File: src/rtl/pipe_hold_ctrl_if.sv
// Signal bundle between the pipeline hold controller and the stages that request and obey holds.
// Requests are plain levels sampled every cycle (no valid/ready); hold_flag_o answers in the same cycle.
interface pipe_hold_ctrl_if #(
    parameter int CNT_W = 32
);
    logic             jump_flag_i;
    logic [31:0]      jump_addr_i;
    logic             hold_ex_i;
    logic             hold_rib_i;
    logic             hold_clint_i;
    logic             tmo_clr_i;
    logic [2:0]       hold_flag_o;
    logic             jump_flag_o;
    logic [31:0]      jump_addr_o;
    logic             flush_busy_o;
    logic             bus_timeout_o;
    logic [CNT_W-1:0] stall_cycles_o;
    logic             dbg_state;

    modport master (
        output jump_flag_i, jump_addr_i, hold_ex_i, hold_rib_i, hold_clint_i, tmo_clr_i,
        input  hold_flag_o, jump_flag_o, jump_addr_o, flush_busy_o, bus_timeout_o,
               stall_cycles_o, dbg_state
    );

    modport slave (
        input  jump_flag_i, jump_addr_i, hold_ex_i, hold_rib_i, hold_clint_i, tmo_clr_i,
        output hold_flag_o, jump_flag_o, jump_addr_o, flush_busy_o, bus_timeout_o,
               stall_cycles_o, dbg_state
    );
endinterface

File: src/rtl/pipe_hold_ctrl.sv
// Pipeline hold controller: merges ex/rib/clint hold requests, stretches flushes over the
// fetch latency with a small FSM, and keeps a bus-hold watchdog plus a stall-cycle counter.
module pipe_hold_ctrl #(
    parameter int FLUSH_CYCLES = 2,
    parameter int TIMEOUT      = 256,
    parameter int CNT_W        = 32
) (
    input logic             clk,
    input logic             rst,
    pipe_hold_ctrl_if.slave bus
);
    localparam logic [2:0] HOLD_NONE = 3'd0;
    localparam logic [2:0] HOLD_PC   = 3'd1;
    localparam logic [2:0] HOLD_IF   = 3'd2;
    localparam logic [2:0] HOLD_ID   = 3'd3;

    localparam int FC_W = 4;
    localparam int WD_W = $clog2(TIMEOUT + 1);
    localparam logic [FC_W-1:0] FLUSH_LOAD = FC_W'(FLUSH_CYCLES - 1);
    localparam logic [WD_W-1:0] WD_MAX     = WD_W'(TIMEOUT);

    typedef enum logic {
        IDLE  = 1'b0,
        FLUSH = 1'b1
    } state_t;

    state_t           state_q, state_d;
    logic [FC_W-1:0]  cnt_q, cnt_d;
    logic             clint_q;
    logic [WD_W-1:0]  wd_q;
    logic             tmo_q;
    logic [CNT_W-1:0] stall_q;
    logic             trigger;
    logic [2:0]       req_level;
    logic [2:0]       fsm_level;
    logic [2:0]       hold;

    // A jump or a fresh interrupt entry (re)starts the flush window.
    always_comb begin
        trigger = bus.jump_flag_i | (bus.hold_clint_i & ~clint_q);
        state_d = state_q;
        cnt_d   = cnt_q;
        unique case (state_q)
            IDLE: begin
                if (trigger && (FLUSH_CYCLES > 1)) begin
                    state_d = FLUSH;
                    cnt_d   = FLUSH_LOAD;
                end
            end
            FLUSH: begin
                if (trigger) begin
                    cnt_d = FLUSH_LOAD;
                end else if (cnt_q == FC_W'(1)) begin
                    state_d = IDLE;
                    cnt_d   = '0;
                end else begin
                    cnt_d = cnt_q - FC_W'(1);
                end
            end
            default: begin
                state_d = IDLE;
                cnt_d   = '0;
            end
        endcase
    end

    always_comb begin
        req_level = HOLD_NONE;
        fsm_level = HOLD_NONE;
        hold      = HOLD_NONE;
        if (bus.jump_flag_i || bus.hold_clint_i || bus.hold_ex_i) begin
            req_level = HOLD_ID;
        end else if (bus.hold_rib_i) begin
            req_level = HOLD_PC;
        end
        if (state_q == FLUSH) begin
            fsm_level = HOLD_IF;
        end
        // Inputs are masked while reset is asserted so nothing downstream stalls.
        if (rst) begin
            hold = (req_level > fsm_level) ? req_level : fsm_level;
        end
    end

    always_ff @(posedge clk) begin
        if (!rst) begin
            state_q <= IDLE;
            cnt_q   <= '0;
            clint_q <= 1'b0;
            wd_q    <= '0;
            tmo_q   <= 1'b0;
            stall_q <= '0;
        end else begin
            state_q <= state_d;
            cnt_q   <= cnt_d;
            clint_q <= bus.hold_clint_i;
            if (!bus.hold_rib_i) begin
                wd_q <= '0;
            end else if (wd_q != WD_MAX) begin
                wd_q <= wd_q + WD_W'(1);
            end
            // Setting beats a simultaneous clear so a timeout is never lost.
            if (wd_q == WD_MAX) begin
                tmo_q <= 1'b1;
            end else if (bus.tmo_clr_i) begin
                tmo_q <= 1'b0;
            end
            if (hold != HOLD_NONE) begin
                stall_q <= stall_q + CNT_W'(1);
            end
        end
    end

    assign bus.hold_flag_o    = hold;
    assign bus.jump_flag_o    = rst & bus.jump_flag_i;
    assign bus.jump_addr_o    = rst ? bus.jump_addr_i : 32'd0;
    assign bus.flush_busy_o   = (state_q == FLUSH);
    assign bus.bus_timeout_o  = tmo_q;
    assign bus.stall_cycles_o = stall_q;
    assign bus.dbg_state      = state_q;
endmodule
File: src/flat_wrapper.sv
// flat-port wrapper written by rule: the top's interface ports become plain ports
module pipe_hold_ctrl_flat 
#(
    parameter int FLUSH_CYCLES = 2,
    parameter int TIMEOUT      = 256,
    parameter int CNT_W        = 32
)
  (clk, rst, bus_jump_flag_i, bus_jump_addr_i, bus_hold_ex_i, bus_hold_rib_i, bus_hold_clint_i, bus_tmo_clr_i, bus_hold_flag_o, bus_jump_flag_o, bus_jump_addr_o, bus_flush_busy_o, bus_bus_timeout_o, bus_stall_cycles_o, bus_dbg_state);
  pipe_hold_ctrl_if #(.CNT_W(CNT_W)) bus_i ();
  input logic clk;
  input logic rst;
  input wire logic [$bits(bus_i.jump_flag_i)-1:0] bus_jump_flag_i;
  input wire logic [$bits(bus_i.jump_addr_i)-1:0] bus_jump_addr_i;
  input wire logic [$bits(bus_i.hold_ex_i)-1:0] bus_hold_ex_i;
  input wire logic [$bits(bus_i.hold_rib_i)-1:0] bus_hold_rib_i;
  input wire logic [$bits(bus_i.hold_clint_i)-1:0] bus_hold_clint_i;
  input wire logic [$bits(bus_i.tmo_clr_i)-1:0] bus_tmo_clr_i;
  output wire logic [$bits(bus_i.hold_flag_o)-1:0] bus_hold_flag_o;
  output wire logic [$bits(bus_i.jump_flag_o)-1:0] bus_jump_flag_o;
  output wire logic [$bits(bus_i.jump_addr_o)-1:0] bus_jump_addr_o;
  output wire logic [$bits(bus_i.flush_busy_o)-1:0] bus_flush_busy_o;
  output wire logic [$bits(bus_i.bus_timeout_o)-1:0] bus_bus_timeout_o;
  output wire logic [$bits(bus_i.stall_cycles_o)-1:0] bus_stall_cycles_o;
  output wire logic [$bits(bus_i.dbg_state)-1:0] bus_dbg_state;
  assign bus_i.jump_flag_i = bus_jump_flag_i;
  assign bus_i.jump_addr_i = bus_jump_addr_i;
  assign bus_i.hold_ex_i = bus_hold_ex_i;
  assign bus_i.hold_rib_i = bus_hold_rib_i;
  assign bus_i.hold_clint_i = bus_hold_clint_i;
  assign bus_i.tmo_clr_i = bus_tmo_clr_i;
  assign bus_hold_flag_o = bus_i.hold_flag_o;
  assign bus_jump_flag_o = bus_i.jump_flag_o;
  assign bus_jump_addr_o = bus_i.jump_addr_o;
  assign bus_flush_busy_o = bus_i.flush_busy_o;
  assign bus_bus_timeout_o = bus_i.bus_timeout_o;
  assign bus_stall_cycles_o = bus_i.stall_cycles_o;
  assign bus_dbg_state = bus_i.dbg_state;
  pipe_hold_ctrl #(.FLUSH_CYCLES(FLUSH_CYCLES), .TIMEOUT(TIMEOUT), .CNT_W(CNT_W)) u_core (.clk(clk), .rst(rst), .bus(bus_i));
endmodule
File: config.mk
export PLATFORM = sky130hd
export DESIGN_NAME = pipe_hold_ctrl_flat
export DESIGN_NICKNAME = d
export VERILOG_FILES = /design/src/rtl/pipe_hold_ctrl_if.sv /design/src/rtl/pipe_hold_ctrl.sv /design/src/flat_wrapper.sv
export SDC_FILE = /design/constraint.sdc
export NUM_CORES = 1
export LEC_CHECK = 0
export BUFFER_PORTS_ARGS = -buffer_cell sky130_fd_sc_hd__buf_2
export CAP_MARGIN = 25
export CORE_ASPECT_RATIO = 0.8
export CORE_UTILIZATION = 50
export CTS_CLUSTER_DIAMETER = 200
export DETAILED_ROUTE_END_ITERATION = 16
export HOLD_SLACK_MARGIN = 0.02
export PLACE_DENSITY = 0.93
export SLEW_MARGIN = 20
export SYNTH_ARGS = -nofsm -noshare
export SYNTH_HDL_FRONTEND = slang
export SYNTH_SLANG_ARGS = --single-unit
File: constraint.sdc
create_clock -name clk -period 3.6 [get_ports clk]
set_input_delay 0.36 -clock clk [delete_from_list [all_inputs] [get_ports clk]]
set_output_delay 0.36 -clock clk [all_outputs]
set_load 0.05 [all_outputs]
# == Word level (Yosys, flattened, before mapping) ==
# Cells that the tools add are included.
# op_classes
addsub,3
magnitude_cmp,1
eq_ne,4
muxes,16
bitwise_logic,5
reduce_logical,5
# ops
op,n
$add 32x1->32 const B,1
$mux 32,1
$mux 4,3
$add 9x1->9 const B,1
$eq 9x9->1 const B,1
$mux 3,3
$ne 9x9->1 const B,1
$pmux 4 s2,1
$mux 1,6
$eq 4x1->1 const B,1
$sub 4x1->4 const B,1
$gt 3x2->1,1
$reduce_bool 3->1,1
$and 1x1->1,2
$logic_or 1x1->1,2
$mux 2,1
$ne 2x1->1 const B,1
$not 1->1,2
$pmux 1 s2,1
$reduce_and 2->1,1
$reduce_bool 2->1,1
$or 1x1->1,1
# totals
reg_bits,48
input_bits,39
out_inout_bits,71
word_cells,40

# == Logic depth before layout (Yosys ltp) ==
# Gate-level depths: netlist (run 1).
# depth
ltp_word,7
depth_mapped,9
mapped_depth_nobuf,7

# == Least setup slack after synthesis (run 1) ==
# Ideal clock, no wire load.
# synth_timing
path_kind,register to register
startpoint,register u_core.state_q (netlist: u_core.bus.dbg_state)
endpoint,register u_core.stall_q[17] (netlist: u_core.bus.stall_cycles_o[17])
setup_ps,71
arrival_ps,2567
required_ps,3529
path_slack_ps,962
path_stages_with_launch,8
path_buffers,1
synth_period_minus_slack_ps,2638
path_cell_list,dfxtp_1 > inv_1 > ha_1 > and2b_1 > a21oi_2 > buf_2 > or4_2 > a21oi_1
# synth_via
elab_chain_len,5
# synth_lines
element,line,source
"start, declared",pipe_hold_ctrl.sv:27,"state_t state_q, state_d;"
"start signal, assigned",pipe_hold_ctrl.sv:94,state_q <= state_d;
$mux 2 (*),pipe_hold_ctrl.sv:76,if (state_q == FLUSH) begin
$gt 3x2->1,pipe_hold_ctrl.sv:81,hold = (req_level > fsm_level) ? req_level : fsm_level;
$mux 3 (*),pipe_hold_ctrl.sv:81,
$mux 3 (*),pipe_hold_ctrl.sv:80,if (rst) begin
named net bus_hold_flag_o[1],flat_wrapper.sv:18,output wire logic [$bits(bus_i.hold_flag_o)-1:0] bus_hold_flag_o;
$reduce_bool 3->1 (*),pipe_hold_ctrl.sv:108,if (hold != HOLD_NONE) begin
"end signal, assigned",pipe_hold_ctrl.sv:109,stall_q <= stall_q + CNT_W'(1);
"end, declared",pipe_hold_ctrl.sv:32,logic [CNT_W-1:0] stall_q;
# Mark *: on every way through the listed nets, which the timed path passes. The rest lies on a longest branch.
# A chain may end at the register's enable or synchronous reset.

# == Final worst setup path (run 1) ==
# layout_timing
startpoint,register u_core.state_q (netlist: u_core.bus.dbg_state)
endpoint,register u_core.stall_q[1] (netlist: u_core.bus.stall_cycles_o[1])
# layout_via
elab_chain_len,5
# layout_lines
element,line
$mux 2 (*),pipe_hold_ctrl.sv:76
$gt 3x2->1,pipe_hold_ctrl.sv:81
$mux 3 (*),pipe_hold_ctrl.sv:81
$mux 3 (*),pipe_hold_ctrl.sv:80
$reduce_bool 3->1 (*),pipe_hold_ctrl.sv:108
# Every way passes the cells marked *; elsewhere a longest branch is shown, timed or not.

==> impl_summary.txt, run 1 <==
----------------------------------------------------
[Status]
  Run status ... finished clean

[STA]
  Total setup violations reported at the end of the flow ... 0
  Number of hold violations in the final report ... 0
  Unrepaired setup endpoints after global routing ... no
  Final min period ... 2.49 ns
  Transition time at the pin with the least slew margin ... 0.762 ns
  Tcrit/Tclk final ... 0.692
  Setup WS post-layout ... 1.11 ns
  Fmax ... 0.402 GHz
  Setup Skew ... 0.00570 ns
  Total negative slack ... 0 ns
  Remaining max-slew budget at the tightest pin ... 0.489
  Max-slew violation total from the final report ... 0

[CTS]
  Reg clk slew, reported paths ... 0.08 ns
  Number of instances resized during post-cts repair ... 0
  Number of setup buffers added after CTS ... 0
  Root Buffer Master ... sky130_fd_sc_hd__clkbuf_8
  Clock insertion delay at the later pin of the skew report ... 0.31 ns
  Number of hold buffers added after cts ... 0
  Number of H-tree levels ... 2
  Clock net sink count ... 48
  CTS Buf Count ... 5
  CTS tree ... yes
  Maximum buffer depth of the clock tree ... 2

[Power and ir drop]
  Peak supply drop ... 0.189 mV
  Part of the total power dissipated in the clock network ... 0.288
  Combinational Power Share ... 0.210
  Switching power of the nets ... 361 uW
  Switching portion of total power ... 0.329
  Power density cells ... 334 mW/mm^2
  Leakage power ... 1.40 nW
  Int Power ... 734 uW
  Power share of the sequential group ... 0.502

[Die]
  Row cnt ... 23
  Starting utilization of the core area ... 0.525
  Die W ... 83.6 um
  Die height ... 67.3 um
  Core Region ... 0.00506 mm^2
  Ports placed on the boundary ... 110
  Die Footprint ... 0.00562 mm^2

[Finish]
  # nets final ... 464
  Final core utilization ... 0.647
  Area grow syn2layout ... 23.2%
  Share of post-route cells with drive strength above 1 ... 0.294
  Commonest non-fill, non-tap cells in the layout ... sky130_fd_sc_hd__buf_2 (108), sky130_fd_sc_hd__dfxtp_1 (48), sky130_fd_sc_hd__and2_1 (36)
  Number of diodes ... 0
  Most common cell after layout, fill and taps aside ... sky130_fd_sc_hd__buf_2

[Routing]
  Count of antenna-violating nets left after detailed routing ... 0
  Drt via density ... 5.85
  Residual DRC count ... 0
  Post-detailed-route wirelength per cell ... 14.8 um
  Vias after detailed routing ... 2809
  Number of search-and-repair iterations in the first detailed-routing pass ... 4
  Total Routed Length ... 7130 um
  Initial DRC count ... 176

[Yosys]
  Seq/Total Area, Yosys ... 0.361
  Largest area contributor in the netlist ... sky130_fd_sc_hd__dfxtp_1
  Average instance area after synthesis ... 8.29 um^2
  Syn. warnings ... 0
  Asr flop ratio synth ... 0
  Distinct cell type count of the synthesized netlist ... 42
  Total standard cell area after synthesis ... 0.00266 mm^2
  Number of instances in the synthesized netlist ... 321
  Prevailing post-synth register cell ... sky130_fd_sc_hd__dfxtp_1
  Flops & latches, synth ... 48
  Leading post-synthesis cells by cell area ... sky130_fd_sc_hd__dfxtp_1 (36%), sky130_fd_sc_hd__and2_1 (8.5%), sky130_fd_sc_hd__a21oi_1 (6.2%), sky130_fd_sc_hd__or4_1 (5.1%), sky130_fd_sc_hd__o31ai_1 (4.5%)
  Post-synth EDFFs ... 0
  Area share of the largest cell type after synthesis ... 0.361
  Syn Nets ... 367

[Place]
  Placement Setup Slack ... 0.867 ns
  Quantity of I/O buffers inserted on ports ... 108
  DPL Wire Length ... 5350 um
  Weighted congestion reported at the end of routability-driven placement ... 0.844

[Setup path]
  Worst Path Required ... 3.78 ns
  Slack of the worst reg-to-reg path ... 1.11 ns
  Destination of the worst register-to-register timing path ... u_core.bus.stall_cycles_o[1]$_SDFFE_PN0P_
  Critical R2R Launch ... u_core.bus.dbg_state$_SDFF_PN0_
  CP Capture Type ... register
  Data arrival time of the worst path ... 2.67 ns
  Worst-case reg-to-reg path depth ... 8
  Maximum net fanout on the critical path ... 30
  WS Path Type ... reg -> reg
  Kind of launch point of the worst setup path ... register

[Global routing]
  Largest net degree at the start of global routing ... 39
  First-pass GRT wire length ... 11400 um
  Antenna violations before repair ... 0
  Number of global-route vias before repair ... 2534
  Global-route congestion overflow total ... 0
  GRT Total Usage ... 0.252

[Job]
  Maximum capacitance violations ... 0

[Worst hold path]
  Hold Path Sink ... u_core.clint_q$_SDFF_PN0_
  Depth of the worst hold-timing path ... 2
  Worst Min Path Start ... bus_hold_clint_i
  Class of the worst hold path ... in -> reg

----------------------------------------------------
[cells by family after synthesis]
group           share of synthesized area
compound gates                      0.162
xor+xnor                           0.0165
fa+ha+maj                          0.0329
buf+inv                            0.0564
flops                               0.361
mux                                0.0226
other cells                       0.00141
simple gates                        0.347
[cells in the mapped netlist (all sizes together), types with 10 or more instances]
cell and number:
nand4 14, o31ai 16, inv 10, buf 12, dfxtp 48, a21oi 34, nand3 12, or4 19
and2 36, nand2 22
[critical path, cell delays in order, from the launching register on]
cell and delay, ns:
sky130_fd_sc_hd__dfxtp_1 0.48, sky130_fd_sc_hd__inv_1 0.13, sky130_fd_sc_hd__ha_1 0.31, sky130_fd_sc_hd__o21a_1 0.21, sky130_fd_sc_hd__a21oi_4 0.41, sky130_fd_sc_hd__buf_4 0.36
sky130_fd_sc_hd__buf_4 0.22, sky130_fd_sc_hd__mux2i_1 0.18, sky130_fd_sc_hd__nor2_1 0.05
[routing by layer]
layer	GRT usage	up-vias	share of wire
li1	-	1372	-
met1	0.291	1307	0.42
met2	0.455	114	0.48
met3	0.0648	16	0.071
met4	0.0996	0	0.028
met5	0	-	0
[layout make-up]
| cell class | instances | area, um^2 |
|---|---|---|
| clock inverter | 1 | 5.00 |
| inverter | 11 | 41.3 |
| fill | 444 | 1790 |
| clock buffer | 6 | 72.6 |
| tap | 62 | 77.6 |
| timing repair buffer | 111 | 563 |
| multi-input combinational | 241 | 1560 |
| sequential | 48 | 961 |
[power by group through the flow]
stage                     combinational (mW)  clock [mW]  sequential (mW)
after floorplan                        0.156           0            0.577
after global routing                   0.244       0.337            0.552
after CTS                              0.231       0.319            0.550
after global placement                 0.226           0            0.561
final                                  0.230       0.315            0.550
after detailed placement               0.230           0            0.562
[registers in the layout (all words and copies together) (netlist names)]
name and count:
u_core.cnt_q 4, u_core.wd_q 9, u_core.bus.stall_cycles_o 32, u_core.clint_q 1
u_core.bus.dbg_state 1, u_core.bus.bus_timeout_o 1
[metrics by stage]
stage | std cells | total power [mW] | area (um^2) | hold WS, ns
4_1_cts | 480 | 1.10 | 3280 | 0.291
2_1_floorplan | 321 | 0.733 | 2660 | 0.453
6_report | 480 | 1.09 | 3280 | 0.295
3_3_place_gp | 473 | 0.787 | 3200 | 0.453
5_1_grt | 480 | 1.13 | 3280 | 0.303
3_5_place_dp | 473 | 0.792 | 3200 | 0.466
[worst max-delay path by stage]
stage | start | end | slack (ns) | cells past startpoint
final | u_core.bus.dbg_state$_SDFF_PN0_ | u_core.bus.stall_cycles_o[1]$_SDFFE_PN0P_ | 1.11 | 8
after global routing | u_core.bus.dbg_state$_SDFF_PN0_ | u_core.bus.stall_cycles_o[1]$_SDFFE_PN0P_ | 0.99 | 8
after CTS | u_core.bus.dbg_state$_SDFF_PN0_ | u_core.bus.stall_cycles_o[1]$_SDFFE_PN0P_ | 1.12 | 8
after detailed placement | bus_hold_clint_i | u_core.bus.stall_cycles_o[1]$_SDFFE_PN0P_ | 0.87 | 9
after global placement | bus_hold_clint_i | u_core.bus.stall_cycles_o[1]$_SDFFE_PN0P_ | 0.93 | 9
after floorplan | u_core.bus.dbg_state$_SDFF_PN0_ | u_core.bus.stall_cycles_o[17]$_SDFFE_PN0P_ | 0.96 | 7
No activity file was read; power rests on OpenSTA's default activity.
==> inputs of run 2 (changes only) <==
--- a/config.mk
+++ b/config.mk
@@ -8,11 +8,11 @@
 export BUFFER_PORTS_ARGS = -buffer_cell sky130_fd_sc_hd__buf_2
 export CAP_MARGIN = 25
 export CORE_ASPECT_RATIO = 0.8
-export CORE_UTILIZATION = 50
+export CORE_UTILIZATION = 48
 export CTS_CLUSTER_DIAMETER = 200
 export DETAILED_ROUTE_END_ITERATION = 16
 export HOLD_SLACK_MARGIN = 0.02
-export PLACE_DENSITY = 0.93
+export PLACE_DENSITY = 0.9
 export SLEW_MARGIN = 20
 export SYNTH_ARGS = -nofsm -noshare
 export SYNTH_HDL_FRONTEND = slang
==> constraint.sdc (replaced) <==
create_clock -name clk -period 2.4 [get_ports clk]
set_input_delay 0.24 -clock clk [delete_from_list [all_inputs] [get_ports clk]]
set_output_delay 0.24 -clock clk [all_outputs]
set_load 0.05 [all_outputs]
==> run 2 against run 1 <==
Power increased by 55%. Global-route usage decreased by 0.98 points. Critical path depth decreased by 1. Utilization decreased by 0.18 points. First-iteration DRC count increased by 4.0%. Maximum frequency increased by 26%. Worst hold slack got worse by 0.11 ns. Critical path type unchanged. Largest power group unchanged. Highest routed layer unchanged.
==> impl_summary.txt, run 2 (synthesized netlist as in run 1, its figures left out) <==
----------------------------------------------------
[Power and ir drop]
  Leakage power ... 1.43 nW (+2.3%)
  Int Power ... 1.14 mW (+56%)
  Combinational Power Share ... 0.212 (+0.002)
  Switching portion of total power ... 0.324 (-0.00567)
  Power density cells ... 506 mW/mm^2 (+52%)
  Peak supply drop ... 0.320 mV (+69%)
  Post-layout total power ... 1.69 mW (+55%)
  Power share of the sequential group ... 0.487 (-0.015)
  Switching power of the nets ... 548 uW (+52%)
  Part of the total power dissipated in the clock network ... 0.301 (+0.013)

[Routing]
  Total Routed Length ... 7050 um (-1.0%)
  Initial DRC count ... 183 (+4.0%)
  Drt via density ... 5.82 (-0.54%)
  Count of antenna-violating nets left after detailed routing ... 0 (unchanged)
  Vias after detailed routing ... 2817 (+0.28%)
  Residual DRC count ... 0 (unchanged)
  Number of search-and-repair iterations in the first detailed-routing pass ... 4 (unchanged)
  Post-detailed-route wirelength per cell ... 14.6 um (-1.8%)

[Place]
  Weighted congestion reported at the end of routability-driven placement ... 0.828 (-1.9%)
  Placement Setup Slack ... 0.185 ns (-0.682 ns)
  Quantity of I/O buffers inserted on ports ... 108 (unchanged)
  DPL Wire Length ... 5300 um (-0.83%)
  Placed Area ... 0.00325 mm^2 (+1.6%)

[Finish]
  Multi-input gate area ... 0.00156 mm^2 (about the same)
  Share of post-route cells with drive strength above 1 ... 0.308 (+0.0138)
  Fillers ... 454 (+2.3%)
  Largest register FFs ... 32 (unchanged)
  Area grow syn2layout ... 25.6%
  # nets final ... 467 (+0.65%)
  Commonest non-fill, non-tap cells in the layout ... sky130_fd_sc_hd__buf_2 (108), sky130_fd_sc_hd__dfxtp_1 (47), sky130_fd_sc_hd__and2_1 (36)
  Number of diodes ... 0 (unchanged)
  Most common cell after layout, fill and taps aside ... sky130_fd_sc_hd__buf_2
  FF/Latch Area ... 962 um^2 (+0.13%)
  Post-route standard cell area excluding fillers ... 0.00334 mm^2 (+2.0%)

[CTS]
  Number of hold buffers added after cts ... 0 (unchanged)
  Clock net sink count ... 48 (unchanged)
  CTS Buf Count ... 5 (unchanged)
  Maximum buffer depth of the clock tree ... 2 (unchanged)
  Number of instances resized during post-cts repair ... 0 (unchanged)
  Number of H-tree levels ... 2 (unchanged)
  Clock insertion delay at the later pin of the skew report ... 0.31 ns (about the same)
  Reg clk slew, reported paths ... 0.09 ns (about the same)
  Number of setup buffers added after CTS ... 0 (unchanged)
  CTS tree ... yes
  Root Buffer Master ... sky130_fd_sc_hd__clkbuf_8

[Status]
  Run status ... finished clean

[Global routing]
  Number of global-route vias before repair ... 2448 (-3.4%)
  First-pass GRT wire length ... 11000 um (-3.5%)
  Antenna violations before repair ... 0 (unchanged)
  Global-route congestion overflow total ... 0 (unchanged)
  Largest net degree at the start of global routing ... 29 (-26%)
  GRT Total Usage ... 0.242 (-0.00979)

[Worst hold path]
  Class of the worst hold path ... in -> reg

[Setup path]
  Data arrival time of the worst path ... 2.21 ns (-0.46 ns)
  Kind of launch point of the worst setup path ... register
  WS Path Type ... reg -> reg
  Maximum net fanout on the critical path ... 11 (-63%)
  CP Capture Type ... register
  Worst Path Required ... 2.64 ns (-1.14 ns)

[Die]
  Core Region ... 0.00518 mm^2 (+2.3%)
  Die height ... 68.6 um (+2.0%)
  Ports placed on the boundary ... 110 (unchanged)
  Starting utilization of the core area ... 0.514 (-0.0117)
  Die W ... 85.3 um (+2.0%)
  Die Footprint ... 0.00585 mm^2 (+4.1%)
  Row cnt ... 23 (unchanged)

[STA]
  Fmax ... 0.506 GHz (+26%)
  Setup WS post-layout ... 0.426 ns (-0.684 ns)
  Setup Skew ... 0.00470 ns (-0.00101 ns)
  Total negative slack ... 0 ns (unchanged)
  Max-slew violation total from the final report ... 0 (unchanged)
  Hold WS ... 0.183 ns (-0.112 ns)
  Final min period ... 1.97 ns (-0.516 ns)
  Unrepaired setup endpoints after global routing ... no
  Number of hold violations in the final report ... 0 (unchanged)
  Total setup violations reported at the end of the flow ... 0 (unchanged)
  Tcrit/Tclk final ... 0.823 (+0.131)

[Job]
  Maximum capacitance violations ... 0 (unchanged)

----------------------------------------------------
-- run 2: layer usage --
metal,up-vias,part of all wire,routed length [um],GRT usage
met3,10,0.075,530,0.0512
met4,0,0.014,97,0.0938
met2,133,0.49,3460,0.450
met1,1293,0.42,2970,0.280
met5,-,0,0,0
li1,1381,-,-,-
-- run 2: final timing paths --
check / cells after the start / endpoint / slack, ns / start
max reg2reg: 7 / u_core.bus.stall_cycles_o[5]$_SDFFE_PN0P_ / 0.43 / u_core.bus.dbg_state$_SDFF_PN0_
min reg2reg: 2 / u_core.bus.stall_cycles_o[29]$_SDFFE_PN0P_ / 0.48 / u_core.bus.stall_cycles_o[29]$_SDFFE_PN0P_
min: 2 / u_core.clint_q$_SDFF_PN0_ / 0.18 / bus_hold_clint_i
max: 7 / u_core.bus.stall_cycles_o[5]$_SDFFE_PN0P_ / 0.43 / u_core.bus.dbg_state$_SDFF_PN0_
-- run 2: area by class of cell --
| cell class | instances | area share |
|---|---|---|
| Tap cell | 62 | 0.0232 |
| Clock buffer | 6 | 0.0247 |
| Timing Repair Buffer | 114 | 0.183 |
| Clock inverter | 2 | 0.00299 |
| Multi-Input combinational cell | 241 | 0.466 |
| Inverter | 11 | 0.0124 |
| Sequential cell | 48 | 0.288 |
-- run 2: worst max-delay path, cell delays in order, from the launching register on --
cell and delay [ns]:
sky130_fd_sc_hd__dfxtp_2 0.41, sky130_fd_sc_hd__inv_1 0.11, sky130_fd_sc_hd__ha_1 0.29, sky130_fd_sc_hd__o21a_1 0.17, sky130_fd_sc_hd__a21oi_4 0.11, sky130_fd_sc_hd__buf_4 0.19, sky130_fd_sc_hd__or4_1 0.47, sky130_fd_sc_hd__a21oi_1 0.16
-- run 2: power groups by stage --
stage | Clock (mW) | Sequential (mW) | Combinational [mW]
3_3_place_gp | 0 | 0.842 | 0.350
4_1_cts | 0.520 | 0.824 | 0.360
5_1_grt | 0.543 | 0.828 | 0.383
6_report | 0.509 | 0.825 | 0.359
2_1_floorplan | 0 | 0.866 | 0.234
3_5_place_dp | 0 | 0.843 | 0.359
-- run 2: per-stage QoR --
stage                      util  cells
after floorplan               -    321
after global placement    0.628    476
after detailed placement  0.628    476
after CTS                 0.645    484
after global routing      0.645    484
final                     0.645    484
==> inputs of run 3 (changes only) <==
--- a/config.mk
+++ b/config.mk
@@ -8,11 +8,11 @@
 export BUFFER_PORTS_ARGS = -buffer_cell sky130_fd_sc_hd__buf_2
 export CAP_MARGIN = 25
 export CORE_ASPECT_RATIO = 0.8
-export CORE_UTILIZATION = 48
+export CORE_UTILIZATION = 44
 export CTS_CLUSTER_DIAMETER = 200
 export DETAILED_ROUTE_END_ITERATION = 16
 export HOLD_SLACK_MARGIN = 0.02
-export PLACE_DENSITY = 0.9
+export PLACE_DENSITY = 0.87
 export SLEW_MARGIN = 20
 export SYNTH_ARGS = -nofsm -noshare
 export SYNTH_HDL_FRONTEND = slang
==> constraint.sdc (replaced) <==
create_clock -name clk -period 1.8 [get_ports clk]
set_input_delay 0.18 -clock clk [delete_from_list [all_inputs] [get_ports clk]]
set_output_delay 0.18 -clock clk [all_outputs]
set_load 0.05 [all_outputs]
==> run 3 against run 2 <==
The run now ends with negative setup slack left. Final cell count rose by 8.7%. Clock skew up 0.0081 ns. Combinational power is 60% higher. Maximum frequency is 7.1% higher. Highest routed layer unchanged. Clock-buffer cell count up 1. Sequential power is 32% higher. Utilization rose by 3.5 points. Wire length up 17%. Largest power group unchanged. Sequential cell count is the same. Power up 39%.
==> impl_summary.txt, run 3 (synthesized netlist as in run 1, its figures left out) <==
----------------------------------------------------
[Status]
  Run status ... finished with violations
  Violated checks ... negative setup slack

[Routing]
  Residual DRC count ... 0 (unchanged)
  Total Routed Length ... 8260 um (+17%)
  Count of antenna-violating nets left after detailed routing ... 0 (unchanged)
  Number of search-and-repair iterations in the first detailed-routing pass ... 5 (+1)
  Drt via density ... 5.82 (about the same)
  Post-detailed-route wirelength per cell ... 15.7 um (+7.7%)
  Vias after detailed routing ... 3059 (+8.6%)
  Initial DRC count ... 246 (+34%)

[Place]
  Weighted congestion reported at the end of routability-driven placement ... 0.857 (+3.5%)
  Quantity of I/O buffers inserted on ports ... 108 (unchanged)
  Placed instance count ... 506 (+6.3%)
  Placed Area ... 0.00347 mm^2 (+6.8%)
  DPL Wire Length ... 5480 um (+3.3%)

[STA]
  Tcrit/Tclk final ... 1.02 (+0.202)
  Total setup violations reported at the end of the flow ... 3 (+3)
  Max-slew violation total from the final report ... 0 (unchanged)
  Setup WS post-layout ... -0.0435 ns (-0.469 ns)
  Final min period ... 1.84 ns (-0.131 ns)
  Setup Skew ... 0.0128 ns (+0.00805 ns)
  Unrepaired setup endpoints after global routing ... yes
  Fmax ... 0.542 GHz (+7.1%)
  Number of hold violations in the final report ... 0 (unchanged)

[Global routing]
  Number of global-route vias before repair ... 2698 (+10%)
  Global-route congestion overflow total ... 0 (unchanged)
  Largest net degree at the start of global routing ... 30 (+3.4%)
  First-pass GRT wire length ... 12400 um (+13%)
  GRT Total Usage ... 0.248 (+0.00568)
  Antenna violations before repair ... 0 (unchanged)

[Die]
  Core Region ... 0.00565 mm^2 (+9.0%)
  Starting utilization of the core area ... 0.471 (-0.0424)
  Row cnt ... 24 (+4.3%)
  Ports placed on the boundary ... 110 (unchanged)
  Die Footprint ... 0.00637 mm^2 (+8.8%)
  Die height ... 71.6 um (+4.3%)
  Die W ... 89.0 um (+4.3%)

[Setup path]
  Maximum net fanout on the critical path ... 7 (-4)
  WS Path Type ... reg -> reg
  CP Capture Type ... register
  Worst Path Required ... 2.04 ns (-0.60 ns)
  Kind of launch point of the worst setup path ... register
  Data arrival time of the worst path ... 2.08 ns (-0.13 ns)

[CTS]
  Reg clk slew, reported paths ... 0.08 ns (about the same)
  Clock net sink count ... 48 (unchanged)
  Maximum buffer depth of the clock tree ... 2 (unchanged)
  Number of hold buffers added after cts ... 0 (unchanged)
  CTS Buf Count ... 5 (unchanged)
  Root Buffer Master ... sky130_fd_sc_hd__clkbuf_8
  CTS tree ... yes
  Clock insertion delay at the later pin of the skew report ... 0.31 ns (about the same)
  Number of H-tree levels ... 2 (unchanged)

[Finish]
  Share of post-route cells with drive strength above 1 ... 0.467 (+0.158)
  Area grow syn2layout ... 44.4%
  Post-route standard cell area excluding fillers ... 0.00384 mm^2 (+15%)
  Cell Count, Final, Fillers Out ... 526 (+8.7%)
  Number of diodes ... 0 (unchanged)
  Commonest non-fill, non-tap cells in the layout ... sky130_fd_sc_hd__buf_2 (108), sky130_fd_sc_hd__and2_1 (36), sky130_fd_sc_hd__a21oi_1 (27)
  # nets final ... 493 (+5.6%)
  Most common cell after layout, fill and taps aside ... sky130_fd_sc_hd__buf_2
  Largest register FFs ... 32 (unchanged)

[Power and ir drop]
  Leakage power ... 1.61 nW (+12%)
  Peak supply drop ... 0.285 mV (-11%)
  Power density cells ... 611 mW/mm^2 (+21%)

[Worst hold path]
  Class of the worst hold path ... in -> reg

[Job]
  Maximum capacitance violations ... 0 (unchanged)

----------------------------------------------------
run 3: final cells by class:
class / instances / area [um^2]
Fill cell: 453 / 1800
Multi-Input combinational cell: 241 / 1710
Timing Repair Buffer: 140 / 882
Sequential cell: 48 / 1010
Clock inverter: 1 / 7.51
Tap cell: 78 / 97.6
Clock buffer: 7 / 86.3
Inverter: 11 / 43.8
run 3: critical path, stage by stage, from the launching register on:
cell	delay, ns
sky130_fd_sc_hd__dfxtp_4	0.39
sky130_fd_sc_hd__nand4_2	0.12
sky130_fd_sc_hd__or4_1	0.60
sky130_fd_sc_hd__or4_4	0.54
sky130_fd_sc_hd__a21oi_2	0.14
run 3: through the flow:
step / setup TNS, ns / setup slack, ns / power, mW / util / hold slack (ns)
2_1_floorplan: -0.403 / -0.0728 / 1.47 / - / 0.307
3_3_place_gp: -4.78 / -0.222 / 1.60 / 0.615 / 0.448
3_5_place_dp: -6.02 / -0.319 / 1.61 / 0.615 / 0.457
4_1_cts: -0.0953 / -0.0206 / 2.32 / 0.645 / 0.165
5_1_grt: -0.443 / -0.0946 / 2.44 / 0.681 / 0.184
6_report: -0.0908 / -0.0435 / 2.35 / 0.681 / 0.167
run 3: final timing paths:
check / start / endpoint / slack (ns) / cells past startpoint
max: u_core.bus.stall_cycles_o[18]$_SDFFE_PN0P_ / u_core.bus.stall_cycles_o[26]$_SDFFE_PN0P_ / -0.04 / 4
min: bus_tmo_clr_i / u_core.bus.bus_timeout_o$_SDFFE_PN0P_ / 0.17 / 3
max reg2reg: u_core.bus.stall_cycles_o[18]$_SDFFE_PN0P_ / u_core.bus.stall_cycles_o[26]$_SDFFE_PN0P_ / -0.04 / 4
min reg2reg: u_core.bus.stall_cycles_o[31]$_SDFFE_PN0P_ / u_core.bus.stall_cycles_o[31]$_SDFFE_PN0P_ / 0.48 / 2
run 3: power breakdown:
part	switching [mW]	leakage, nW	internal, mW
Combinational	0.367	1.16	0.206
Clock	0.366	0.0445	0.313
Sequential	0.0204	0.404	1.07
Total	0.754	1.61	1.59
run 3: repair_timing:
item | in CTS | in global routing
endpoints found under the setup margin | 1 | 25
pin swaps | 3 | 9
resized for setup | 4 | 30
gates cloned | 2 | 2
buffers inserted | 0 | 8
run 3: per-layer routing:
metal  share of wire  routed length, um  global-route usage
met5               0                  0                   0
met4           0.016                131              0.0635
met3           0.086                709              0.0507
met2            0.49               4040               0.411
met1            0.41               3370               0.329
